### src/rtl/stage_id_decode.sv
// stage_id_decode: RV32I instruction-decode stage.
// Slices register indices and builds the sign-extended immediate combinationally,
// then captures operands, immediate and decode fields into the ID/EX register.
// Optional feature macro: STAGE_ID_WB_BYPASS_EN -- forwards the write-back result
// into the captured operands when it targets rs1/rs2 in the same cycle.
module stage_id_decode #(
    parameter int XLEN = 32
) (
    input  logic            clk,
    input  logic            rst_n,
    input  logic            stall,
    input  logic            flush,
    input  logic [31:0]     instr,
    input  logic [XLEN-1:0] reg_data1,
    input  logic [XLEN-1:0] reg_data2,
`ifdef STAGE_ID_WB_BYPASS_EN
    input  logic            wb_we,
    input  logic [4:0]      wb_rd,
    input  logic [XLEN-1:0] wb_data,
`endif
    output logic [4:0]      rs1,
    output logic [4:0]      rs2,
    output logic [4:0]      rd,
    output logic [XLEN-1:0] imm,
    output logic            ex_valid,
    output logic [XLEN-1:0] ex_rs1_data,
    output logic [XLEN-1:0] ex_rs2_data,
    output logic [XLEN-1:0] ex_imm,
    output logic [4:0]      ex_rd,
    output logic [6:0]      ex_opcode,
    output logic [2:0]      ex_funct3,
    output logic [6:0]      ex_funct7
);

    // RV32I major opcodes that carry an immediate
    typedef enum logic [6:0] {
        OP_IMM    = 7'b0010011,
        OP_LOAD   = 7'b0000011,
        OP_JALR   = 7'b1100111,
        OP_SYSTEM = 7'b1110011,
        OP_STORE  = 7'b0100011,
        OP_BRANCH = 7'b1100011,
        OP_LUI    = 7'b0110111,
        OP_AUIPC  = 7'b0010111,
        OP_JAL    = 7'b1101111
    } opcode_e;

    logic [XLEN-1:0] w_imm;
    logic [XLEN-1:0] w_op1;
    logic [XLEN-1:0] w_op2;

    // Register indices are raw field slices regardless of format
    assign rs1 = instr[19:15];
    assign rs2 = instr[24:20];
    assign rd  = instr[11:7];
    assign imm = w_imm;

    // Immediate generation by instruction format; R-type and unknown opcodes give zero
    always_comb begin
        // NOTE: default first so every path assigns w_imm and no latch is inferred.
        w_imm = '0;
        case (instr[6:0])
            OP_IMM, OP_LOAD, OP_JALR, OP_SYSTEM:
                w_imm = {{20{instr[31]}}, instr[31:20]};
            OP_STORE:
                w_imm = {{20{instr[31]}}, instr[31:25], instr[11:7]};
            OP_BRANCH:
                w_imm = {{19{instr[31]}}, instr[31], instr[7], instr[30:25], instr[11:8], 1'b0};
            OP_LUI, OP_AUIPC:
                w_imm = {instr[31:12], 12'b0};
            OP_JAL:
                w_imm = {{11{instr[31]}}, instr[31], instr[19:12], instr[20], instr[30:21], 1'b0};
            default:
                w_imm = '0;
        endcase
    end

    // Operand selection: register-file data, optionally overridden by the write-back value
    always_comb begin
        w_op1 = reg_data1;
        w_op2 = reg_data2;
`ifdef STAGE_ID_WB_BYPASS_EN
        if (wb_we && (wb_rd != 5'd0) && (wb_rd == rs1)) w_op1 = wb_data;
        if (wb_we && (wb_rd != 5'd0) && (wb_rd == rs2)) w_op2 = wb_data;
`endif
    end

    // ID/EX register: reset > flush (bubble) > stall (hold) > load
    always_ff @(posedge clk) begin
        // NOTE: non-blocking assignments so every flop samples pre-edge values.
        if (!rst_n || flush) begin
            ex_valid    <= 1'b0;
            ex_rs1_data <= '0;
            ex_rs2_data <= '0;
            ex_imm      <= '0;
            ex_rd       <= '0;
            ex_opcode   <= '0;
            ex_funct3   <= '0;
            ex_funct7   <= '0;
        end else if (!stall) begin
            ex_valid    <= 1'b1;
            ex_rs1_data <= w_op1;
            ex_rs2_data <= w_op2;
            ex_imm      <= w_imm;
            ex_rd       <= rd;
            ex_opcode   <= instr[6:0];
            ex_funct3   <= instr[14:12];
            ex_funct7   <= instr[31:25];
        end
    end

endmodule

### config.mk
export PLATFORM = sky130hd
export DESIGN_NAME = stage_id_decode
export DESIGN_NICKNAME = d
export VERILOG_FILES = /design/src/rtl/stage_id_decode.sv
export SDC_FILE = /design/constraint.sdc
export NUM_CORES = 1
export LEC_CHECK = 0
export ABC_AREA = 0
export CORE_MARGIN = 2
export CORE_UTILIZATION = 40
export CTS_BUF_LIST = sky130_fd_sc_hd__clkbuf_4
export CTS_CLUSTER_DIAMETER = 120
export DETAILED_ROUTE_END_ITERATION = 10
export PLACE_DENSITY = 0.8
export SLEW_MARGIN = 0
export SYNTH_ARGS = -nofsm -noshare
export SYNTH_HDL_FRONTEND = slang
export SYNTH_SLANG_ARGS = --single-unit
### constraint.sdc
create_clock -name clk -period 2.7 [get_ports clk]
set_clock_uncertainty 0.05 [all_clocks]
set_input_delay 0.675 -clock clk [delete_from_list [all_inputs] [get_ports clk]]
set_output_delay 0.675 -clock clk [all_outputs]
set_load 0.02 [all_outputs]
==> results.txt, run 1 <==
status: completed
fin nets: 920
final worst path period share: 98.9%
Rows: 40
CTS H-tree depth: 4
Startpoint Class: input pin
Vert. Die Dim: 114 um
Reg2Reg Capture Point: ex_imm[27]
CTS Root Cell: clkbuf_4
Post-synth ARST share: 0%
WP data arrival: 1.95 ns
CP startpoint: instr[31]
via count: 4949
fraction of layout cells with a size suffix above 1: 19.7%
Starting Density: 40.6%
first-pass GRT wire length: 25.5 mm
YS warnings: 0
initial antenna violation count: 0
Slew @ Worst Pin: 0.659 ns
Yosys cell types: 44
clock sink count: 119
fin util: 68.7%
CTS Buf Count: 17
Sequential cell area: 0.00238 mm^2
RSZ-0062 raised after global routing: false
Clock Pin Slew Worst Setup and Hold Paths: 0.09 ns
Rel. slew slack: 56.1%
final setup violation count: 0
min-delay worst type: register to register
P per Cell Area: 482 mW/mm^2
die footprint: 0.0130 mm^2
Post-synth EDFFs: 0
Die Wd: 114 um
peak supply drop: 284 uV
Max Buffers Root-to-Sink: 2
CTS tree: yes
critical path capture point type: output port
via count of the first global-routing pass: 5080
Layout area overhead: 69.1%
Syn Inst Count: 522
router iterations before antenna repair: 4
drt wl/cell: 16.7 um
GRT Util Overall: 24.8%
min Tclk post-route: 2.67 ns
Critical Path RT: 1.98 ns
Via-to-Cell Ratio: 5.06
DRT antenna net count: 0
#FFs+latches synth: 119
max-slew violation count: 0
io pins: 266
drt total wl: 16.4 mm
maxcap violations: 0
worst-skew pair later-pin latency: 0.51 ns
Port Buf Inserts: 265
top_reg_cell synth: dfxtp_1
max frequency: 374 MHz
worst-case reg-to-reg path depth: 2
critical path peak fanout: 8
# DRC: 0
hold_sp: ex_valid
core box area: 0.0119 mm^2
Fin. Hold Viols: 0
Leak: 3.56 nW
Cell Area, Synth: 0.00484 mm^2
crit path to: imm[22]
number of diodes: 0
DP HPWL: 11.8 mm
initial drt markers: 274
Critical R2R Launch: ex_imm[27]
footprint of the multi-input gates: 0.00221 mm^2
grt ovf: 0
crit path kind: input pin to output port
Fill cells: 935
setup TNS: 0 ns
pin count of the biggest net entering global routing: 99
Mapped Nets: 622
reg-to-reg slack, setup: 1.90 ns
register area share after synthesis: 49.2%
RD Place Congestion: 0.894
Mean Syn Cell Area: 9.27 um^2
[cells by family after synthesis]
logic type | count (synthesis) | synth area share [%]
AOI/OAI and AO/OA | 95 | 11.8
buffers and inverters | 63 | 7.13
DFF | 119 | 49.2
and+or+nand+nor | 164 | 15.1
muxes | 80 | 16.5
xor gates and xnor gates | 1 | 0.181
[cells in the final DEF, fill, tap and decap left out, types with 2 or more instances in the layout]
cell type	netlist	layout
clkdlybuf4s50_1	0	223
dlygate4sd2_1	0	2
clkinv_1	0	4
nand3_1	7	7
buf_12	0	4
inv_1	9	9
o31ai_1	7	6
nor2_1	81	81
nand2_1	51	50
o21ai_0	31	29
o21ai_1	0	2
and2_1	8	7
dfxtp_1	119	119
a21oi_2	0	8
bufinv_16	0	4
mux2i_1	80	80
buf_2	12	32
a21oi_1	35	27
clkbuf_4	0	20
buf_4	17	64
buf_6	4	6
a31oi_1	12	12
[layout make-up]
cell class / instances / area share, %
Timing Repair Buffer: 332 / 37.5
Sequential cell: 119 / 29.1
Multi-Input combinational cell: 340 / 27.0
Tap cell: 147 / 2.25
Clock inverter: 11 / 1.91
Clock buffer: 20 / 1.83
Inverter: 10 / 0.459
[state kept, by name (all words and copies together), names as in the netlist]
| name | flops |
|---|---|
| ex_imm | 32 |
| ex_rs1_data | 32 |
| ex_rs2_data | 32 |
| ex_funct7 | 7 |
| ex_opcode | 7 |
| ex_rd | 5 |
| ex_funct3 | 3 |
| ex_valid | 1 |
[how the worst min path moves through the flow]
stage / endpoint / cells past startpoint
after floorplan: ex_funct7[0] / 2
after global placement: ex_valid / 1
after detailed placement: ex_valid / 1
after CTS: ex_valid / 1
after global routing: ex_opcode[3] / 3
final: ex_valid / 1
[Yosys cell counts, drive strengths merged, types with 2 or more instances]
library cell  number  area [um^2]
dfxtp            119         2380
and2               8         50.1
o31ai              7         52.6
nand2             51          191
inv               10         37.5
nor3               2         21.3
a21oi             36          191
nor2              82          315
buf               33          233
o21ai             31          155
a31oi             14          109
clkbuf            20         75.1
nand3              8         45.0
nor3b              2         20.0
mux2i             80          801
[layer usage]
layer / wire [um] / GRT usage [%]
met1: 6140 / 26.9
met2: 8380 / 43.5
met3: 1290 / 7.76
met4: 561 / 12.8
met5: 0 / 0
[per-stage QoR]
step	power (mW)	instances	setup WS [ns]	cell area, um^2	hold slack (ns)
2_1_floorplan	2.20	522	0.261	4840	0.495
3_3_place_gp	2.56	937	-0.803	7840	0.390
3_5_place_dp	2.58	937	-0.833	7840	0.397
4_1_cts	3.98	976	-0.0261	8170	0.420
5_1_grt	4.11	979	0.0110	8190	0.434
6_report	3.95	979	0.0298	8190	0.417
[timing repair]
item                       4_1_cts  5_1_grt
setup endpoints to repair       32       32
setup buffers                    6        3
pin swaps                        6        5
gates resized for setup        178       18
gates cloned                     2        0
hold buffers                     0        0
[critical path, cell delays in order]
cell,delay (ns)
dlygate4sd2_1,0.27
and4b_1,0.22
o211a_4,0.16
a31oi_4,0.25
buf_12,0.16
nand2_1,0.05
buf_2,0.16
[report_power, final]
part / leakage [nW] / internal, mW / switching, mW
clock network: 0.163 / 0.749 / 0.646
registers: 0.969 / 1.81 / 0.0284
logic: 2.43 / 0.372 / 0.342
total: 3.56 / 2.93 / 1.02
No activity file was read; power rests on OpenSTA's default activity.
==> run 2, diff against run 1 <==
--- a/config.mk
+++ b/config.mk
@@ -8,9 +8,9 @@
 export ABC_AREA = 0
 export CORE_MARGIN = 2
 export CORE_UTILIZATION = 40
-export CTS_BUF_LIST = sky130_fd_sc_hd__clkbuf_4
-export CTS_CLUSTER_DIAMETER = 120
+export CTS_BUF_LIST = sky130_fd_sc_hd__clkbuf_8
 export DETAILED_ROUTE_END_ITERATION = 10
+export GPL_TIMING_DRIVEN = 0
 export PLACE_DENSITY = 0.8
 export SLEW_MARGIN = 0
 export SYNTH_ARGS = -nofsm -noshare
==> run 2 against run 1 <==
Effect of this change:
- the run now ends with negative setup slack left
- setup slack worse by 0.11 ns
- die area stayed put
- count of clock-buffer cells in the layout is 3 lower
- combinational power grew 5.2%
- sequential share of layout area shrank 1.3 points
- register-to-register slack worse by 0.03 ns
- fmax decreased by 3.8%
- critical path type unchanged
- first-iteration DRC count grew 43%
- flip-flop and latch count is the same
==> results.txt, run 2 (synthesized netlist as in run 1, its figures left out) <==
max frequency: 360 MHz
final setup violation count: 10
Port Buf Inserts: 264
WP data arrival: 2.05 ns
biggest regs: ex_imm x32, ex_rs1_data x32, ex_rs2_data x32
CTS Buf Count: 17
fraction of layout cells with a size suffix above 1: 21.5%
worst-case reg-to-reg path depth: 2
Leak: 3.69 nW
CTS Root Cell: clkbuf_8
status: finished, violations left
Clock Pin Slew Worst Setup and Hold Paths: 0.07 ns
RSZ-0062 raised after global routing: true
crit path kind: input pin to output port
CTS H-tree depth: 4
Via-to-Cell Ratio: 5.25
via count of the first global-routing pass: 5266
RD Place Congestion: 0.888
most common cell after layout, fill and taps aside: clkdlybuf4s50_1
pin count of the biggest net entering global routing: 17
final worst path period share: 103%
io pins: 266
Slew @ Worst Pin: 0.653 ns
hold-critical path depth: 1
first-pass GRT wire length: 26.5 mm
drt total wl: 17.7 mm
DP HPWL: 12.3 mm
DRT antenna net count: 0
peak supply drop: 332 uV
critical path capture point type: output port
router iterations before antenna repair: 5
core box area: 0.0119 mm^2
drt wl/cell: 17.6 um
fin nets: 948
Startpoint Class: input pin
critical path peak fanout: 6
Fin. Hold Viols: 0
Die Wd: 114 um
initial antenna violation count: 0
pre-CTS setup slack: -1.01 ns
Layout area overhead: 77.1%
min-delay worst type: register to register
via count: 5294
Critical Path RT: 1.98 ns
# DRC: 0
clock sink count: 119
GRT Util Overall: 26.1%
min Tclk post-route: 2.78 ns
number of diodes: 0
CTS tree: yes
fin util: 72.0%
failing checks: negative setup slack
Starting Density: 40.6%
initial drt markers: 393
Vert. Die Dim: 114 um
die footprint: 0.0130 mm^2
most frequent cells in the layout: clkdlybuf4s50_1 (218), dfxtp_1 (119), nor2_1 (81), mux2i_1 (80), buf_4 (57)
maxcap violations: 0
Max Buffers Root-to-Sink: 2
Rows: 40
grt ovf: 0
max-slew violation count: 0
reg-to-reg slack, setup: 1.87 ns
Rel. slew slack: 56.4%
P per Cell Area: 510 mW/mm^2
worst-skew pair later-pin latency: 0.43 ns
Worst Setup Slack, final: -0.0753 ns
run 2: changes by cell type in the layout (fill, tap and decap cells not counted), moves of 5 or more:
cell / delta
clkbuf_8: +17
nand2_2: +10
clkbuf_4: -20
a21oi_2: -6
clkbuf_1: +20
buf_2: -9
nand2_1: -11
clkdlybuf4s50_1: -5
buf_6: +25
buf_4: -7
run 2: stage by stage:
stage | hold slack (ns) | cell area, um^2 | total power [mW] | TNS, ns | std cells
2_1_floorplan | 0.495 | 4840 | 2.20 | 0 | 522
3_3_place_gp | 0.389 | 7670 | 2.55 | -27.54 | 933
3_5_place_dp | 0.393 | 7670 | 2.57 | -28.90 | 933
4_1_cts | 0.410 | 8410 | 4.37 | -0.206 | 1003
5_1_grt | 0.433 | 8570 | 4.53 | -0.864 | 1008
6_report | 0.407 | 8570 | 4.37 | -0.477 | 1008
run 2: path summary, 6_finish.rpt:
check | end | from
min | ex_valid | ex_valid
min reg2reg | ex_valid | ex_valid
max reg2reg | ex_imm[30] | ex_imm[30]
max | imm[13] | instr[6]
run 2: power by group:
group          total, mW  switching [mW]  leakage (nW)  internal, mW
combinational      0.750           0.362          2.51         0.388
sequential          1.84          0.0298         0.969          1.81
clock               1.79           0.775         0.210          1.01
run 2: what timing repair did:
| item | 4_1_cts | 5_1_grt |
|---|---|---|
| pin swaps | 10 | 13 |
| hold buffers | 0 | 0 |
| setup buffers | 35 | 5 |
| cloned | 3 | 0 |
| endpoints found under the setup margin | 33 | 36 |
| gates resized for setup | 214 | 46 |
run 2: cell type report:
type / count / area [um^2]
buffer: 53 / 334
clock buffer: 17 / 234
clock inverter: 15 / 203
fill: 860 / 3340
inverter: 10 / 37.5
multi-input combinational: 340 / 2260
sequential: 119 / 2380
tap: 147 / 184
timing repair buffer: 307 / 2940
run 2: per-layer routing:
layer	GRT usage [%]	wire length, um	up-vias
li1	-	-	2407
met1	27.7	6320	2449
met2	46.5	8810	345
met3	8.24	1630	93
met4	13.2	948	0
met5	0	0	-
run 2: worst max-delay path, cell delays in order:
cell and delay (ns):
buf_8 0.10, buf_6 0.12, or3b_4 0.43, a21oi_4 0.24, buf_4 0.15, a21oi_1 0.08, inv_1 0.09, buf_4 0.16
